### src/rtl/flags_pkg.sv
// -----------------------------------------------------------------------------
// flags_pkg
// Shared definitions for the CPU status-flag unit.
//   FLAG_C .. FLAG_V : bit positions inside the flag vector ([4]=V ... [0]=C)
//   FLAG_W           : flag vector width
//   flags_t          : flag vector type
//   carry_sel_e      : carry-select codes carried alongside the flags
//   overflow_bit()   : signed-overflow rule for add and subtract
// -----------------------------------------------------------------------------
package flags_pkg;

    localparam int FLAG_C = 0;
    localparam int FLAG_L = 1;
    localparam int FLAG_Z = 2;
    localparam int FLAG_S = 3;
    localparam int FLAG_V = 4;
    localparam int FLAG_W = 5;

    typedef logic [FLAG_W-1:0] flags_t;

    // Carry-select codes; the flag unit only delays them by one cycle so the
    // downstream carry mux lines up with the registered flags.
    typedef enum logic [1:0] {
        CSEL_ARITH = 2'b00,
        CSEL_LOGIC = 2'b01,
        CSEL_ZERO  = 2'b10,
        CSEL_ONE   = 2'b11
    } carry_sel_e;

    // Signed overflow from operand/result sign bits only.
    //   add: both operands differ in sign from the result
    //   sub: operands differ in sign and the result differs from lhs
    function automatic logic overflow_bit(input logic lhs_msb,
                                          input logic rhs_msb,
                                          input logic res_msb,
                                          input logic is_sub);
        if (is_sub) begin
            return (lhs_msb ^ rhs_msb) & (lhs_msb ^ res_msb);
        end
        return (lhs_msb ^ res_msb) & (rhs_msb ^ res_msb);
    endfunction

endpackage

### src/rtl/flag_stack.sv
// -----------------------------------------------------------------------------
// flag_stack
// LIFO save stack for the flag vector (interrupt entry/return).
//   clk, rst   : clock, synchronous active-high reset (clears the level only)
//   push_i     : save data_i onto the stack
//   pop_i      : release the top entry (top_o is valid when pop_ok_o=1)
//   data_i     : value to save
//   top_o      : current top entry (mem[level-1])
//   pop_ok_o   : a legal pop or swap happens this cycle; consumer takes top_o
//   level_o    : number of valid entries
//   full_o     : level_o == DEPTH
//   empty_o    : level_o == 0
//   ovf_o      : pulse, push attempted while full
//   unf_o      : pulse, pop attempted while empty
// push & pop together: swap when not empty, otherwise push plus underflow.
// -----------------------------------------------------------------------------
module flag_stack
    import flags_pkg::*;
#(
    parameter int WIDTH = FLAG_W,
    parameter int DEPTH = 4
) (
    input  logic                         clk,
    input  logic                         rst,
    input  logic                         push_i,
    input  logic                         pop_i,
    input  logic [WIDTH-1:0]             data_i,
    output logic [WIDTH-1:0]             top_o,
    output logic                         pop_ok_o,
    output logic [$clog2(DEPTH+1)-1:0]   level_o,
    output logic                         full_o,
    output logic                         empty_o,
    output logic                         ovf_o,
    output logic                         unf_o
);

    localparam int LW = $clog2(DEPTH + 1);
    localparam int IW = (DEPTH > 1) ? $clog2(DEPTH) : 1;

    logic [WIDTH-1:0] mem_q [DEPTH];
    logic [LW-1:0]    level_q;
    logic [LW-1:0]    level_d;
    logic [IW-1:0]    top_idx;
    logic [IW-1:0]    wr_idx;
    logic             mem_we;
    logic             full;
    logic             empty;

    assign empty   = (level_q == '0);
    assign full    = (level_q == LW'(DEPTH));
    // Wraps when empty; top_o is then meaningless and pop_ok_o stays low.
    assign top_idx = IW'(level_q - LW'(1));

    // NOTE: combinational blocks use blocking '=' and give every output a
    // default first, so no path leaves a signal unassigned and no latch forms.
    always_comb begin
        level_d  = level_q;
        mem_we   = 1'b0;
        wr_idx   = IW'(level_q);
        pop_ok_o = 1'b0;
        ovf_o    = 1'b0;
        unf_o    = 1'b0;
        case ({push_i, pop_i})
            2'b11: begin
                if (empty) begin
                    // Nothing to pop: behaves as a plain push, flagged as underflow.
                    mem_we  = 1'b1;
                    level_d = level_q + LW'(1);
                    unf_o   = 1'b1;
                end else begin
                    // Swap: overwrite the top in place, level unchanged.
                    mem_we   = 1'b1;
                    wr_idx   = top_idx;
                    pop_ok_o = 1'b1;
                end
            end
            2'b10: begin
                if (full) begin
                    ovf_o = 1'b1;
                end else begin
                    mem_we  = 1'b1;
                    level_d = level_q + LW'(1);
                end
            end
            2'b01: begin
                if (empty) begin
                    unf_o = 1'b1;
                end else begin
                    pop_ok_o = 1'b1;
                    level_d  = level_q - LW'(1);
                end
            end
            default: ;
        endcase
    end

    // NOTE: sequential state is written with non-blocking '<=' so every
    // register samples pre-edge values regardless of block ordering.
    always_ff @(posedge clk) begin
        if (rst) begin
            level_q <= '0;
        end else begin
            level_q <= level_d;
        end
    end

    // NOTE: the storage array is deliberately not reset; the level counter
    // alone defines which entries are valid, and a reset-free array maps to
    // plain RAM/register-file cells.
    always_ff @(posedge clk) begin
        if (!rst && mem_we) begin
            mem_q[wr_idx] <= data_i;
        end
    end

    assign top_o   = mem_q[top_idx];
    assign level_o = level_q;
    assign full_o  = full;
    assign empty_o = empty;

endmodule

### src/rtl/flag_unit.sv
// -----------------------------------------------------------------------------
// flag_unit
// Registered CPU status flags, placed after the ALU stage. One-cycle latency,
// no combinational input->output path.
//   clk, rst          : clock, synchronous active-high reset
//   upd_valid         : ALU result valid; apply masked update
//   upd_mask[4:0]     : per-flag update enable (V,S,Z,L,C)
//   alu_result/lhs/rhs: ALU result and operands (DATA_WIDTH, MSB = sign)
//   alu_is_sub        : select subtract overflow rule
//   arith_carry_in    : ALU carry/borrow -> C
//   logic_carry_in    : shifter carry-out -> L
//   carry_sel_in[1:0] : carry-select code, delayed one cycle to carry_sel_q
//   wr_en, wr_data    : direct write of the whole flag vector
//   push, pop         : save/restore flags via the LIFO stack
//   flags_q           : registered flag vector
//   carry_sel_q       : carry_sel_in delayed one cycle
//   stack_level       : valid stack entries
//   stack_full/empty  : stack status
//   stk_err[1:0]      : sticky errors, [1]=overflow, [0]=underflow
// Next-flag priority: legal pop > wr_en > upd_valid > hold.
// DATA_WIDTH must be at least 2.
// -----------------------------------------------------------------------------
module flag_unit
    import flags_pkg::*;
#(
    parameter int DATA_WIDTH  = 16,
    parameter int STACK_DEPTH = 4
) (
    input  logic                               clk,
    input  logic                               rst,
    input  logic                               upd_valid,
    input  logic [FLAG_W-1:0]                  upd_mask,
    input  logic [DATA_WIDTH-1:0]              alu_result,
    input  logic [DATA_WIDTH-1:0]              alu_lhs,
    input  logic [DATA_WIDTH-1:0]              alu_rhs,
    input  logic                               alu_is_sub,
    input  logic                               arith_carry_in,
    input  logic                               logic_carry_in,
    input  logic [1:0]                         carry_sel_in,
    input  logic                               wr_en,
    input  logic [FLAG_W-1:0]                  wr_data,
    input  logic                               push,
    input  logic                               pop,
    output logic [FLAG_W-1:0]                  flags_q,
    output logic [1:0]                         carry_sel_q,
    output logic [$clog2(STACK_DEPTH+1)-1:0]   stack_level,
    output logic                               stack_full,
    output logic                               stack_empty,
    output logic [1:0]                         stk_err
);

    localparam int MSB = DATA_WIDTH - 1;

    flags_t     computed;
    flags_t     upd_merged;
    flags_t     flags_d;
    flags_t     stack_top;
    logic [1:0] stk_err_d;
    logic       pop_ok;
    logic       stk_ovf;
    logic       stk_unf;

    // Overflow needs only the operand sign bits; the rest of each operand is
    // folded here so the unused bits are visibly accounted for.
    logic unused_operand_bits;
    assign unused_operand_bits = ^{alu_lhs[MSB-1:0], alu_rhs[MSB-1:0]};

    flag_stack #(
        .WIDTH (FLAG_W),
        .DEPTH (STACK_DEPTH)
    ) u_stack (
        .clk      (clk),
        .rst      (rst),
        .push_i   (push),
        .pop_i    (pop),
        .data_i   (flags_q),      // saves the pre-update flags
        .top_o    (stack_top),
        .pop_ok_o (pop_ok),
        .level_o  (stack_level),
        .full_o   (stack_full),
        .empty_o  (stack_empty),
        .ovf_o    (stk_ovf),
        .unf_o    (stk_unf)
    );

    always_comb begin
        computed         = '0;
        computed[FLAG_C] = arith_carry_in;
        computed[FLAG_L] = logic_carry_in;
        computed[FLAG_Z] = ~|alu_result;
        computed[FLAG_S] = alu_result[MSB];
        computed[FLAG_V] = overflow_bit(alu_lhs[MSB], alu_rhs[MSB],
                                        alu_result[MSB], alu_is_sub);
    end

    // Masked bits take the new value, unmasked bits keep the current flags.
    assign upd_merged = (flags_q & ~upd_mask) | (computed & upd_mask);

    always_comb begin
        flags_d = flags_q;
        if (pop_ok) begin
            flags_d = stack_top;
        end else if (wr_en) begin
            flags_d = wr_data;
        end else if (upd_valid) begin
            flags_d = upd_merged;
        end
    end

    assign stk_err_d = stk_err | {stk_ovf, stk_unf};

    always_ff @(posedge clk) begin
        if (rst) begin
            flags_q     <= '0;
            carry_sel_q <= 2'b00;
            stk_err     <= 2'b00;
        end else begin
            flags_q     <= flags_d;
            carry_sel_q <= carry_sel_in;
            stk_err     <= stk_err_d;
        end
    end

endmodule

### config.mk
export PLATFORM = sky130hd
export DESIGN_NAME = flag_unit
export DESIGN_NICKNAME = d
export VERILOG_FILES = /design/src/rtl/flags_pkg.sv /design/src/rtl/flag_stack.sv /design/src/rtl/flag_unit.sv
export SDC_FILE = /design/constraint.sdc
export NUM_CORES = 1
export LEC_CHECK = 0
export CORE_MARGIN = 2
export CORE_UTILIZATION = 42
export CTS_CLUSTER_SIZE = 28
export DETAILED_ROUTE_END_ITERATION = 7
export PLACE_DENSITY = 0.85
export SLEW_MARGIN = 20
export SYNTH_ARGS = -nofsm -noshare
export SYNTH_HDL_FRONTEND = slang
export SYNTH_SLANG_ARGS = --single-unit
### constraint.sdc
create_clock -name clk -period 5.71 [get_ports clk]
set_input_delay 1.142 -clock clk [delete_from_list [all_inputs] [get_ports clk]]
set_output_delay 1.142 -clock clk [all_outputs]
set_load 0.01 [all_outputs]
Yosys cells after proc, flatten, opt, wreduce, memory -nomap -nowiden
Memory sizes are Yosys's and may differ from the RTL's.
Cells that the tools add are included.
Word-level totals
  register bits after elaboration: 12
  memory bits (writable): 20
  bits of input ports: 69
  output and inout bits: 14
  word-level logic and storage cells: 55
  memories: 1
Cells by class
  add/subtract/negate cells: 2
  equality and inequality tests: 7
  mux-type cells: 22
  bitwise gates (word level): 10
  reduce and logical (&&, ||, !) cells: 9
Memories
  u_stack.mem_q: depth 4, bits a word 5, rd ports 1, clocked after memory_dff 0, wr ports 1, RTL line flag_stack.sv:40  | logic [WIDTH-1:0] mem_q [DEPTH];
Operators with widths (number)
  OR reduction 16 bit: 1
  two-way mux 5 bit: 3
  two-way mux 1 bit: 12
  bitwise AND 5 bit: 2
  two-way mux 3 bit: 3
  one-hot mux 3 bit (3 select lines): 1
  != test 2 bit, second input constant: 3
  nonzero test 3 bit: 2
  inverter 5 bit: 1
  OR 5 bit: 1
  == test 2 bit, second input constant: 2
  two-way mux 2 bit: 2
  AND reduction 4 bit: 1
  adder 3 x 1 -> 3 bit, second input constant: 1
  == test 3 bit, second input constant: 1
  logical NOT 3 bit: 1
  subtractor 3 x 1 -> 3 bit, second input constant: 1
  bitwise XOR 1 bit: 3
  bitwise AND 1 bit: 2
  == test 2 x 1 -> 1 bit, second input constant: 1
  logical NOT 1 bit: 2
  OR 2 bit: 1
  one-hot mux 1 bit (2 select lines): 1
  OR reduction 2 bit: 1
  logical AND 1 bit: 1

Depth between registers and ports, before layout
  depth in word-level cells: 9
  depth in mapped cells: 8
  depth with buffers taken out: 7

Modules after synthesis
From an unflattened synthesis, not the netlist that was laid out.
Unflattened totals
  cell total of the unflattened synthesis: 147
  area, all modules: 1650.3 µm²
Modules (own cells, without submodules)
  flag_stack: times used 1, cells an instance 86, area each 1137.3 µm², seq. area each 660.6 µm²
  flag_unit: times used 1, cells an instance 61, area each 513.0 µm², seq. area each 180.2 µm²

Worst setup path before layout
Ideal clock, no wire load.
  path kind: reg2out
  start: register u_stack.level_q[0], in the netlist u_stack.level_o[0]
  end: output port stack_empty
  arrival time: 1.123 ns
  data required time: 4.568 ns
  path slack: 3.445 ns
  stages on the path, launching flop included: 6
  path buffers: 1
  cell sequence: dfxtp_1 -> buf_4 -> inv_1 -> ha_1 -> nand2b_1 -> inv_2
Between the ends
  word-level cells in the longest chain between the ends: 1
Ends and longest elaborated chain
  start: declaration: RTL line flag_stack.sv:41  | logic [LW-1:0] level_q;
  start signal: assignment: RTL line flag_stack.sv:103  | level_q <= level_d;
  logical NOT 3 bit: RTL line flag_stack.sv:49  | assign empty = (level_q == '0);
  end: declaration: RTL line flag_unit.sv:48  | output logic stack_empty,
No other way between the ends.

Final worst setup path
Ends and elaborated chain as after synthesis.

==> flow_summary.yaml <==
status:
  outcome: "completed"
route:
  ant_nets: 0
  drtIter0Drc: 43
  first_pass_iters: 4
  vias: 1343
  vias_per_cell: 5.62
  drc: 0
  routed_wl_microns: 4040
  drt-wirelength-per-cell_microns: 16.9
synth:
  ys_seq_area_share_pct: 53.2
  ys_ff_latch: 32
  ys.flop_type: "edfxtp_1"
  syn_nets: 209
  synth.most_common_cell: "edfxtp_1"
  syn_avg_cell_area_sq_um: 11.5
  yosysUniqueCellTypes: 35
  yosys_warnings: 0
  synth.area.top_cells: "edfxtp_1 38%, dfxtp_1 15%, mux4_2 7.1%"
  synth_edf_count: 20
  async_flop_share_pct: 0
  synthTopCellsByCount: "20 x edfxtp_1, 12 x dfxtp_1, 8 x a21oi_1, 8 x nor2_1"
  netlist_area_sq_mm: 0.00158
  post_synth_inst_count: 137
  synth_top_area_cell: "edfxtp_1"
  synth_top_area_share_pct: 38.0
clock_tree:
  holdBufCountCts: 0
  cts_tree: "yes"
  clock_path_buffers: 2
  insertion_delay_ns: 0.28
  cts-htree-levels: 2
  cts_setup_buffers: 0
  cts_resized: 0
  clk_pin_slew_worst_paths_ns: 0.05
  root_buffer: "clkbuf_8"
  cts_made_buffers: 5
  numClockSinks: 32
pwr:
  powerDensity_mw_per_mm2: 324
  seqPwrFrac_pct: 43.5
  combPwrFrac_pct: 34.5
  p_int_w: 0.000490
  max-vdd-ir-drop_mv: 0.181
  total_power_w: 0.000714
  swShare_pct: 31.4
  power_frac_clock_pct: 22.0
  power.switching_w: 0.000224
  p_leak_nw: 0.773
timing:
  drv_slew: 0
  finalHoldViolations: 0
  setup_tns_ns: 0
  slew_headroom_pct: 61.2
  skew_ns: 0.00928
  grt_setup_unrepaired: "false"
  post-route-period-util_pct: 59.0
  min_period_ns: 3.37
  worst_slew_pin_slew_ns: 0.581
  finalSetupViolations: 0
  fmax_ghz: 0.297
worst_hold_path:
  hold_start: "stk_err[0]"
  worstHoldEndpoint: "stk_err[0]"
  min_path_type: "register to register"
  hold_depth: 2
critical_path:
  cp.arrival_ns: 2.22
  crit_fanout: 12
  startpoint_type: "register"
  rr_worst_depth: 7
  r2r-end: "u_stack.mem_q[0][0]"
  crit_type: "register to output port"
  end_kind: "output port"
  critPathRequiredTime_ns: 4.57
  r2r_slack_ns: 2.95
  r2r_start: "u_stack.level_o[0]"
finish:
  stdcell_area_sq_mm: 0.00221
  instances_no_fill: 239
  insertedDiodeCount: 0
  seqCellArea_sq_um: 841
  fillers: 298
  multi_input_area_sq_um: 683
  area_growth_pct: 39.8
  drive_above_1_share_pct: 8.38
  num-nets-final: 262
floorplan:
  die_h_microns: 65.3
  fp-row-count: 22
  io_pins: 83
  die_w_microns: 65.3
  dieArea_sq_mm: 0.00427
  coreArea_sq_mm: 0.00363
  start_util_pct: 43.5
placed_design:
  io_buffers: 52
  place_area_sq_mm: 0.00213
  gp_congestion: 0.789
  hpwl_microns: 3060
  place_inst: 231
grt:
  groute.usage.overall_pct: 20.4
  overflow: 0
  grt_max_degree: 16
  grt_pass1_wl_microns: 6350
  grt_pass1_vias: 1383
  antenna_found_initial: 0
flow_run:
  drv_cap: 0
[worst max-delay path: stages, from the launching register on]
cell and delay (ns):
dfxtp_1 0.69, inv_1 0.20, ha_1 0.31, nand2b_1 0.16
inv_2 0.11, clkdlybuf4s50_1 0.49
[power by group through the flow]
stage / Sequential [W] / Combinational (W) / Clock [W]
2_1_floorplan: 0.000308 / 0.000149 / 0
3_3_place_gp: 0.000312 / 0.000234 / 0
3_5_place_dp: 0.000315 / 0.000243 / 0
4_1_cts: 0.000310 / 0.000245 / 0.000161
5_1_grt: 0.000314 / 0.000267 / 0.000173
6_report: 0.000311 / 0.000246 / 0.000157
[per-layer routing]
metal | track usage [%] | vias up | routed length (microns)
li1 | - | 628 | -
met1 | 22.7 | 646 | 1560
met2 | 35.7 | 52 | 2140
met3 | 4.45 | 17 | 165
met4 | 12.0 | 0 | 172
met5 | 0 | - | 0
[layout by cell type (no fill, tap or decap)]
cell type        Yosys  routed
mux4_2               5       5
a31o_1               1       1
nor3_1               4       4
clkdlybuf4s50_1      0      52
inv_1                4       4
a21boi_0             3       3
a22o_1               1       1
o21ai_0              2       2
edfxtp_1            20      20
nor2_1               8       8
o211a_1              1       1
clkbuf_1             0       1
nor2b_1              5       5
ha_1                 3       3
a2111oi_2            1       1
nand3b_1             2       2
nor3b_1              2       2
a211oi_2             1       1
nor4_2               1       1
dfxtp_1             12      12
nor2_2               1       1
a21oi_1              8       8
nand2b_1             7       7
and3_1               3       3
mux2i_1              3       3
inv_2                2       2
a31oi_1              4       4
clkinv_1             0       2
a311o_1              4       4
o211ai_1             1       1
nand3_1              7       7
nand2_1              7       7
o21ai_1              3       3
clkbuf_8             0       5
xor2_1               1       1
nor4_1               4       4
[worst max-delay path by stage]
stage,cells past startpoint,from,endpoint,slack [ns]
2_1_floorplan,5,u_stack.level_o[0],stack_empty,3.44
5_1_grt,5,u_stack.level_o[0],stack_empty,2.15
3_3_place_gp,5,pop,u_stack.mem_q[0][1],2.59
3_5_place_dp,5,pop,u_stack.mem_q[0][1],2.46
4_1_cts,5,u_stack.level_o[0],stack_empty,2.36
6_report,5,u_stack.level_o[0],stack_empty,2.34
[kinds of logic (layout without fill, tap and decap cells)]
| kind of cell | Yosys count | in the layout | synth area share, % |
|---|---|---|---|
| buffers and inverters | 12 | 66 | 3.49 |
| AND/OR/NAND/NOR | 51 | 51 | 17.7 |
| flip-flops | 32 | 32 | 53.2 |
| XOR/XNOR | 1 | 1 | 0.555 |
| adder cells (fa/ha/maj) | 3 | 3 | 2.38 |
| AO/OA/AOI/OAI | 30 | 30 | 13.6 |
| multiplexers | 8 | 8 | 9.03 |
[final cells by class]
class | count | share of cell area [%]
clock inverter | 2 | 0.340
sequential | 32 | 38.1
timing repair buffer | 52 | 23.6
inverter | 6 | 1.02
clock buffer | 6 | 3.29
multi-input combinational | 93 | 31.0
tap | 48 | 2.72
[metrics by stage]
step / hold WS (ns) / util [%] / setup slack [ns]
2_1_floorplan: 0.502 / - / 3.44
3_3_place_gp: 0.453 / 58.5 / 2.59
3_5_place_dp: 0.460 / 58.5 / 2.46
4_1_cts: 0.476 / 60.7 / 2.36
5_1_grt: 0.546 / 60.7 / 2.15
6_report: 0.474 / 60.7 / 2.34
(Power assumes the default switching activity.)
